$ cat config.mk
export PLATFORM = sky130hd
export DESIGN_NAME = paint_overlay_pipeline
export DESIGN_NICKNAME = d
export VERILOG_FILES = /design/src/rtl/paint_overlay_pipeline.sv
export SDC_FILE = /design/constraint.sdc
export NUM_CORES = 1
export LEC_CHECK = 0
export BUFFER_PORTS_ARGS = -buffer_cell sky130_fd_sc_hd__buf_4
export CAP_MARGIN = 20
export CORE_UTILIZATION = 53
export CTS_BUF_LIST = sky130_fd_sc_hd__clkbuf_4 sky130_fd_sc_hd__clkbuf_8
export CTS_CLUSTER_SIZE = 20
export DETAILED_ROUTE_END_ITERATION = 12
export PLACE_DENSITY = 0.88
export SLEW_MARGIN = 20
export SYNTH_ARGS = -nofsm -noshare
export SYNTH_HDL_FRONTEND = slang
export SYNTH_SLANG_ARGS = --single-unit
$ cat constraint.sdc
create_clock -name clk -period 4.9 [get_ports clk]
set_input_delay 0.735 -clock clk [delete_from_list [all_inputs] [get_ports clk]]
set_output_delay 0.735 -clock clk [all_outputs]
set_load 0.05 [all_outputs]
$ cat src/rtl/paint_overlay_pipeline.sv
// Paint pipeline overlay stage: brush colour selector, crosshair cursor renderer
// and layer compositor feeding the VGA driver with one RGB888 pixel per request.
module paint_overlay_pipeline #(
    parameter  int WIDTH      = 640,
    parameter  int HEIGHT     = 480,
    parameter  int CURSOR_ARM = 2,
    localparam int XW         = $clog2(WIDTH),
    localparam int YW         = $clog2(HEIGHT)
) (
    input  logic          clk,
    input  logic          reset,
    input  logic          toggle,
    input  logic [XW-1:0] cursor_x,
    input  logic [YW-1:0] cursor_y,
    input  logic [XW-1:0] request_x,
    input  logic [YW-1:0] request_y,
    input  logic          cursor_visible,
    input  logic [2:0]    canvas1_color,
    input  logic [2:0]    canvas2_color,
    input  logic [2:0]    canvas3_color,
    input  logic [2:0]    canvas4_color,
    input  logic          canvas1_visible,
    input  logic          canvas2_visible,
    input  logic          canvas3_visible,
    input  logic          canvas4_visible,
    input  logic [7:0]    camera_r,
    input  logic [7:0]    camera_g,
    input  logic [7:0]    camera_b,
    output logic [2:0]    current_color,
    output logic [2:0]    cursor_color,
    output logic [7:0]    render_r,
    output logic [7:0]    render_g,
    output logic [7:0]    render_b
);

    localparam logic [2:0]  CODE_NONE  = 3'd0;
    localparam logic [2:0]  CODE_BLACK = 3'd1;
    // Arm length is assumed to fit the signed difference range of each axis.
    localparam logic [XW:0] ARM_X      = (XW+1)'(CURSOR_ARM);
    localparam logic [YW:0] ARM_Y      = (YW+1)'(CURSOR_ARM);

    function automatic logic [2:0] next_brush(input logic [2:0] code);
        return (code == 3'd7) ? CODE_BLACK : code + 3'd1;
    endfunction

    function automatic logic [23:0] palette(input logic [2:0] code);
        case (code)
            3'd1:    return 24'h000000;
            3'd2:    return 24'hFFFFFF;
            3'd3:    return 24'hFF0000;
            3'd4:    return 24'h00FF00;
            3'd5:    return 24'h0000FF;
            3'd6:    return 24'hFFFF00;
            3'd7:    return 24'hFF00FF;
            default: return 24'h000000;
        endcase
    endfunction

    logic        toggle_prev;
    logic [2:0]  brush_color;

    // toggle_prev resets high so a button held through reset release is ignored.
    always_ff @(posedge clk or negedge reset) begin
        if (!reset) begin
            toggle_prev <= 1'b1;
            brush_color <= CODE_BLACK;
        end else begin
            toggle_prev <= toggle;
            if (toggle && !toggle_prev)
                brush_color <= next_brush(brush_color);
        end
    end

    assign current_color = brush_color;

    // Stage p0: cursor hit test on the requested pixel
    logic signed [XW:0] dx_p0;
    logic signed [YW:0] dy_p0;
    logic        [XW:0] adx_p0;
    logic        [YW:0] ady_p0;
    logic               hit_p0;

    assign dx_p0  = $signed({1'b0, request_x}) - $signed({1'b0, cursor_x});
    assign dy_p0  = $signed({1'b0, request_y}) - $signed({1'b0, cursor_y});
    assign adx_p0 = dx_p0[XW] ? $unsigned(-dx_p0) : $unsigned(dx_p0);
    assign ady_p0 = dy_p0[YW] ? $unsigned(-dy_p0) : $unsigned(dy_p0);
    assign hit_p0 = ((dx_p0 == '0) && (ady_p0 <= ARM_Y)) ||
                    ((dy_p0 == '0) && (adx_p0 <= ARM_X));

    // Stage p1: registered cursor code, aligned with the canvas RAM read
    logic [2:0] cursor_code_p1;

    always_ff @(posedge clk or negedge reset) begin
        if (!reset)
            cursor_code_p1 <= CODE_NONE;
        else
            cursor_code_p1 <= hit_p0 ? brush_color : CODE_NONE;
    end

    assign cursor_color = cursor_code_p1;

    logic [2:0]  sel_code_p1;
    logic [23:0] rgb_p1;

    always_comb begin
        sel_code_p1 = CODE_NONE;
        if (cursor_visible && cursor_code_p1 != CODE_NONE)
            sel_code_p1 = cursor_code_p1;
        else if (canvas4_visible && canvas4_color != CODE_NONE)
            sel_code_p1 = canvas4_color;
        else if (canvas3_visible && canvas3_color != CODE_NONE)
            sel_code_p1 = canvas3_color;
        else if (canvas2_visible && canvas2_color != CODE_NONE)
            sel_code_p1 = canvas2_color;
        else if (canvas1_visible && canvas1_color != CODE_NONE)
            sel_code_p1 = canvas1_color;

        rgb_p1 = (sel_code_p1 == CODE_NONE) ? {camera_r, camera_g, camera_b}
                                            : palette(sel_code_p1);
    end

    assign render_r = rgb_p1[23:16];
    assign render_g = rgb_p1[15:8];
    assign render_b = rgb_p1[7:0];

endmodule

-- Word-level counts from Yosys, hierarchy flattened
Index checks and enable logic that the tools add are counted.
- register bits: 7
- latch bits: 0
- bits in writable memories: 0
- ROM bits: 0
- bits of input ports: 82
- logic and storage cells: 46
- memories kept: 0
- $add $sub $neg: 5
- multipliers: 0
- div/mod/pow operators: 0
- order comparisons: 2
- equality and inequality tests: 7
- shift operators: 0
- multiplexer cells: 11
- bitwise gates (word level): 0
- reduce and logical (&&, ||, !) cells: 18
- operator list (operator ; count):
    $pmux 24 s6 ; 1
    $mux 24 ; 1
    $mux 3 ; 7
    $eq 3x3->1 const B ; 5
    $reduce_bool 3->1 ; 5
    $le 11x2->1 const B ; 1
    $logic_not 11->1 ; 1
    $mux 11 ; 1
    $neg 11->11 ; 1
    $sub 10x10->11 ; 1
    $le 10x2->1 const B ; 1
    $logic_not 10->1 ; 1
    $mux 10 ; 1
    $neg 10->10 ; 1
    $sub 9x9->10 ; 1
    $logic_and 1x1->1 ; 8
    $eq 3x2->1 const B ; 2
    $add 3x1->3 const B ; 1
    $logic_not 3->1 ; 1
    $logic_not 1->1 ; 1
    $logic_or 1x1->1 ; 1

-- Depth between registers and ports, before layout
- depth in word-level cells: 10
- depth in mapped cells: 12
- gate-level depth less buffers: 12

-- Least setup slack after synthesis
Ideal clock, no wire load.
- kind: input to output
- start point: input canvas2_color[0]
- end point: output render_b[5]
- arrival: 2.673 ns
- data required time: 4.165 ns
- slack: 1.492 ns
- stages on the path: 12
- path through: o21ai_1 a32o_1 a22oi_1 o21ai_0 a22o_1 nand2b_1 clkbuf_1 nor2b_1 clkbuf_1 buf_2 nand2_1 nand2_1
- cells in the longest elaborated chain, start to end: 9
- ends and longest elaborated chain (item ; line ; source):
    start: declaration ; 19 ; input logic [2:0] canvas2_color,
    $reduce_bool 3->1 ; 113 ; else if (canvas2_visible && canvas2_color != CODE_NONE)
    $logic_and 1x1->1 ; 113 ;
    $mux 3 * ; 113 ;
    $mux 3 * ; 111 ; else if (canvas3_visible && canvas3_color != CODE_NONE)
    $mux 3 * ; 109 ; else if (canvas4_visible && canvas4_color != CODE_NONE)
    $mux 3 * ; 107 ; if (cursor_visible && cursor_code_p1 != CODE_NONE)
    $eq 3x3->1 / $eq 3x2->1 (equally long branches) ; 47 ; case (code)
    $pmux 24 s6 ; 47 ;
    $mux 24 * ; 118 ; rgb_p1 = (sel_code_p1 == CODE_NONE) ? {camera_r, camera_g, camera_b}
    end: declaration ; 33 ; output logic [7:0] render_b
Mark *: on every way between the ends. The rest lies on a longest branch, timed or not.

-- Final worst setup path
- start point: input canvas2_visible
- end point: output render_b[3]
- cells in the longest elaborated chain, start to end: 8
- ends and longest elaborated chain (item ; line ; source):
    start: declaration ; 23 ; input logic canvas2_visible,
    $logic_and 1x1->1 * ; 113 ;
    $mux 3 * ; 113 ;
    $mux 3 * ; 111 ;
    $mux 3 * ; 109 ;
    $mux 3 * ; 107 ;
    $eq 3x3->1 / $eq 3x2->1 (equally long branches) ; 47 ;
    $pmux 24 s6 ; 47 ;
    $mux 24 * ; 118 ;
Marks and branches as above.

==> metrics.cfg <==
[pwr]
switching_share = 0.523
internal_power_mw = 0.377
power.density_mw_per_mm2 = 240
seqPwrFrac = 0.110
power_switching_mw = 0.413
ir_drop_mv = 0.140
leakagePower_nw = 1.57
p_clk_frac = 0.108
p_comb_frac = 0.782

[worst_setup_path]
crit_path_end_kind = output pin
reg2reg_slack_ns = 3.61
crit_fanout = 16
critPathKind = input port to output pin
start_kind = input port
r2r_cells = 3
critical_path_required_ns = 4.16
worstPathArrival_ns = 3.14

[timing]
max_freq_mhz = 258
skew_ns = 0.00168
slew_violations = 0
fin_crit_ns = 3.88
setup_viol = 0
setup_slack_ns = 1.02
fin_crit_sh = 0.791
setup-tns-final_ns = 0
tightest_slew_ns = 0.937
hold_violations = 0
relSlewSlack = 0.374
rsz0062_at_grt = false

[routing]
antenna_left = 0
routed_wirelength_um = 6450
drtIter0Drc = 97
wl_per_cell_um = 13.3
num_vias = 2783
vias_per_cell = 5.73
drc = 0
drt-pass1-iter-count = 7

[cells_and_area]
antenna_cells = 0
final_nets = 542
num-fill-cells = 357
final_cell_mix = buf_4 (111), nand2_1 (51), nor2_1 (28), inv_1 (26), ha_1 (23)
area_delta_synth_final_pct = 36.5
final_common_cell = buf_4
drive_gt1_frac = 0.341
final_core_util = 0.755

[placed_design]
place_congestion = 0.862
dp_slack_ns = 1.02
dp_hpwl_um = 5460
port_buffers = 111

[clocking]
post_cts_buffers = 0
cts_buffers = 3
cts_root_buf = clkbuf_8
ctsHoldBuffers = 0
cts_tree = built
cts_buffer_depth = 2
htreeDepth = 1
clkSinkCount = 7
clk_pin_slew_ns = 0.04
insertion_delay_ns = 0.22
post_cts_resized = 0

[yosys]
synth_edf_count = 0
yosys.cell_types.count = 75
synth_nets = 436
synth_top_area_cell = ha_1
synth_seq_cells = 7
yosysWarnings = 0
synth_top_flop_cell = dfrtp_1
synthDominantCellAreaShare = 0.119
syn_avg_cell_area_um2 = 7.32
ys_seq_area_frac = 0.0738
synth_area_leaders = ha_1 (12%), nand2_1 (7.9%), dfrtp_1 (5.2%)
synthCells = 329
synth_area_mm2 = 0.00241
async_flop_share = 1.00

[global_route]
grt_usage = 0.264
overflow = 0
grt_pass1_vias = 2615
antenna_found_initial = 0
grt_first_pass_wirelength_um = 10800
grt_start_max_net_pins = 17

[floorplanning]
die_x_um = 69.4
coreArea_mm2 = 0.00435
die_h_um = 69.4
io_pins = 112
placementRows = 24
die_area_mm2 = 0.00482
start_util = 0.553

[status]
outcome = finished clean

[job]
drv_cap = 0

[worst_hold_path]
hp-class = input port to asynchronous set/reset pin

==> synthesized netlist by cell type, types with 4 or more instances <==
cell type	n
nor2b_1	8
nand2_1	51
nor2_1	28
nand4_1	4
nand2b_1	8
dfrtp_1	5
buf_2	4
a21oi_1	12
o211ai_1	5
nand3_1	8
xnor2_1	8
a211oi_1	5
o21a_1	10
a21oi_2	4
o21ai_1	6
ha_1	23
o21ai_0	18
inv_1	26
xor2_1	6
==> cells by family after synthesis <==
kind of cell             synth area share
flip-flops                         0.0738
adder cells (fa/ha/maj)             0.136
XOR/XNOR                           0.0623
AO/OA/AOI/OAI                       0.337
multiplexers                       0.0265
buffers and inverters              0.0686
AND/OR/NAND/NOR                     0.296
==> metrics by stage <==
stage          power [mW]  cell area, µm²  instances  hold WS (ns)
5_1_grt             0.845            3290        486         0.310
4_1_cts             0.790            3290        486         0.314
2_1_floorplan       0.533            2410        329         0.439
6_report            0.789            3290        486         0.315
3_3_place_gp        0.687            3240        482         0.515
3_5_place_dp        0.702            3240        482         0.525
==> power groups by stage <==
| stage | sequential [mW] | combinational [mW] | clock, mW |
|---|---|---|---|
| floorplan | 0.125 | 0.407 | 0 |
| global placement | 0.0868 | 0.600 | 0 |
| detailed placement | 0.0875 | 0.615 | 0 |
| CTS | 0.0867 | 0.617 | 0.0861 |
| global route | 0.0886 | 0.665 | 0.0915 |
| finish | 0.0867 | 0.617 | 0.0850 |
==> layer usage <==
layer | wire length [µm] | up-vias | GRT usage
li1 | - | 1420 | -
met1 | 2680 | 1263 | 0.320
met2 | 3340 | 94 | 0.495
met3 | 371 | 6 | 0.0291
met4 | 58 | 0 | 0.0544
met5 | 0 | - | 0
==> layout make-up <==
type,count,area [µm²],share of cell area
Multi-Input combinational cell,286,2070,0.628
Timing Repair Buffer,111,833,0.253
Sequential cell,7,178,0.0540
Inverter,26,97.6,0.0297
Tap cell,52,65.1,0.0198
Clock buffer,4,48.8,0.0148
==> state kept, by name, summed over array words and instances, names as in the netlist <==
| name | count |
|---|---|
| toggle_prev | 1 |
| cursor_color | 3 |
| current_color | 3 |
==> worst max-delay path: stages <==
cell	delay [ns]
buf_4	0.11
o21ai_0	0.07
a32o_1	0.26
a22oi_1	0.15
o211ai_1	0.12
o21ai_2	0.20
nand2b_1	0.27
nor2b_1	0.79
nand2_1	0.13
nand2_1	0.11
buf_4	0.20
==> worst paths after layout <==
kind / from / to
min in group clk: current_color[0]$_DFFE_PN1P_ / current_color[0]$_DFFE_PN1P_
max in group asynchronous: reset / toggle_prev$_DFF_PN1_
min: reset / cursor_color[1]$_DFF_PN0_
max reg2reg: current_color[0]$_DFFE_PN1P_ / current_color[2]$_DFFE_PN0P_
min reg2reg: current_color[0]$_DFFE_PN1P_ / current_color[0]$_DFFE_PN1P_
max: canvas2_visible / render_b[3]
(Power assumes the default switching activity.)
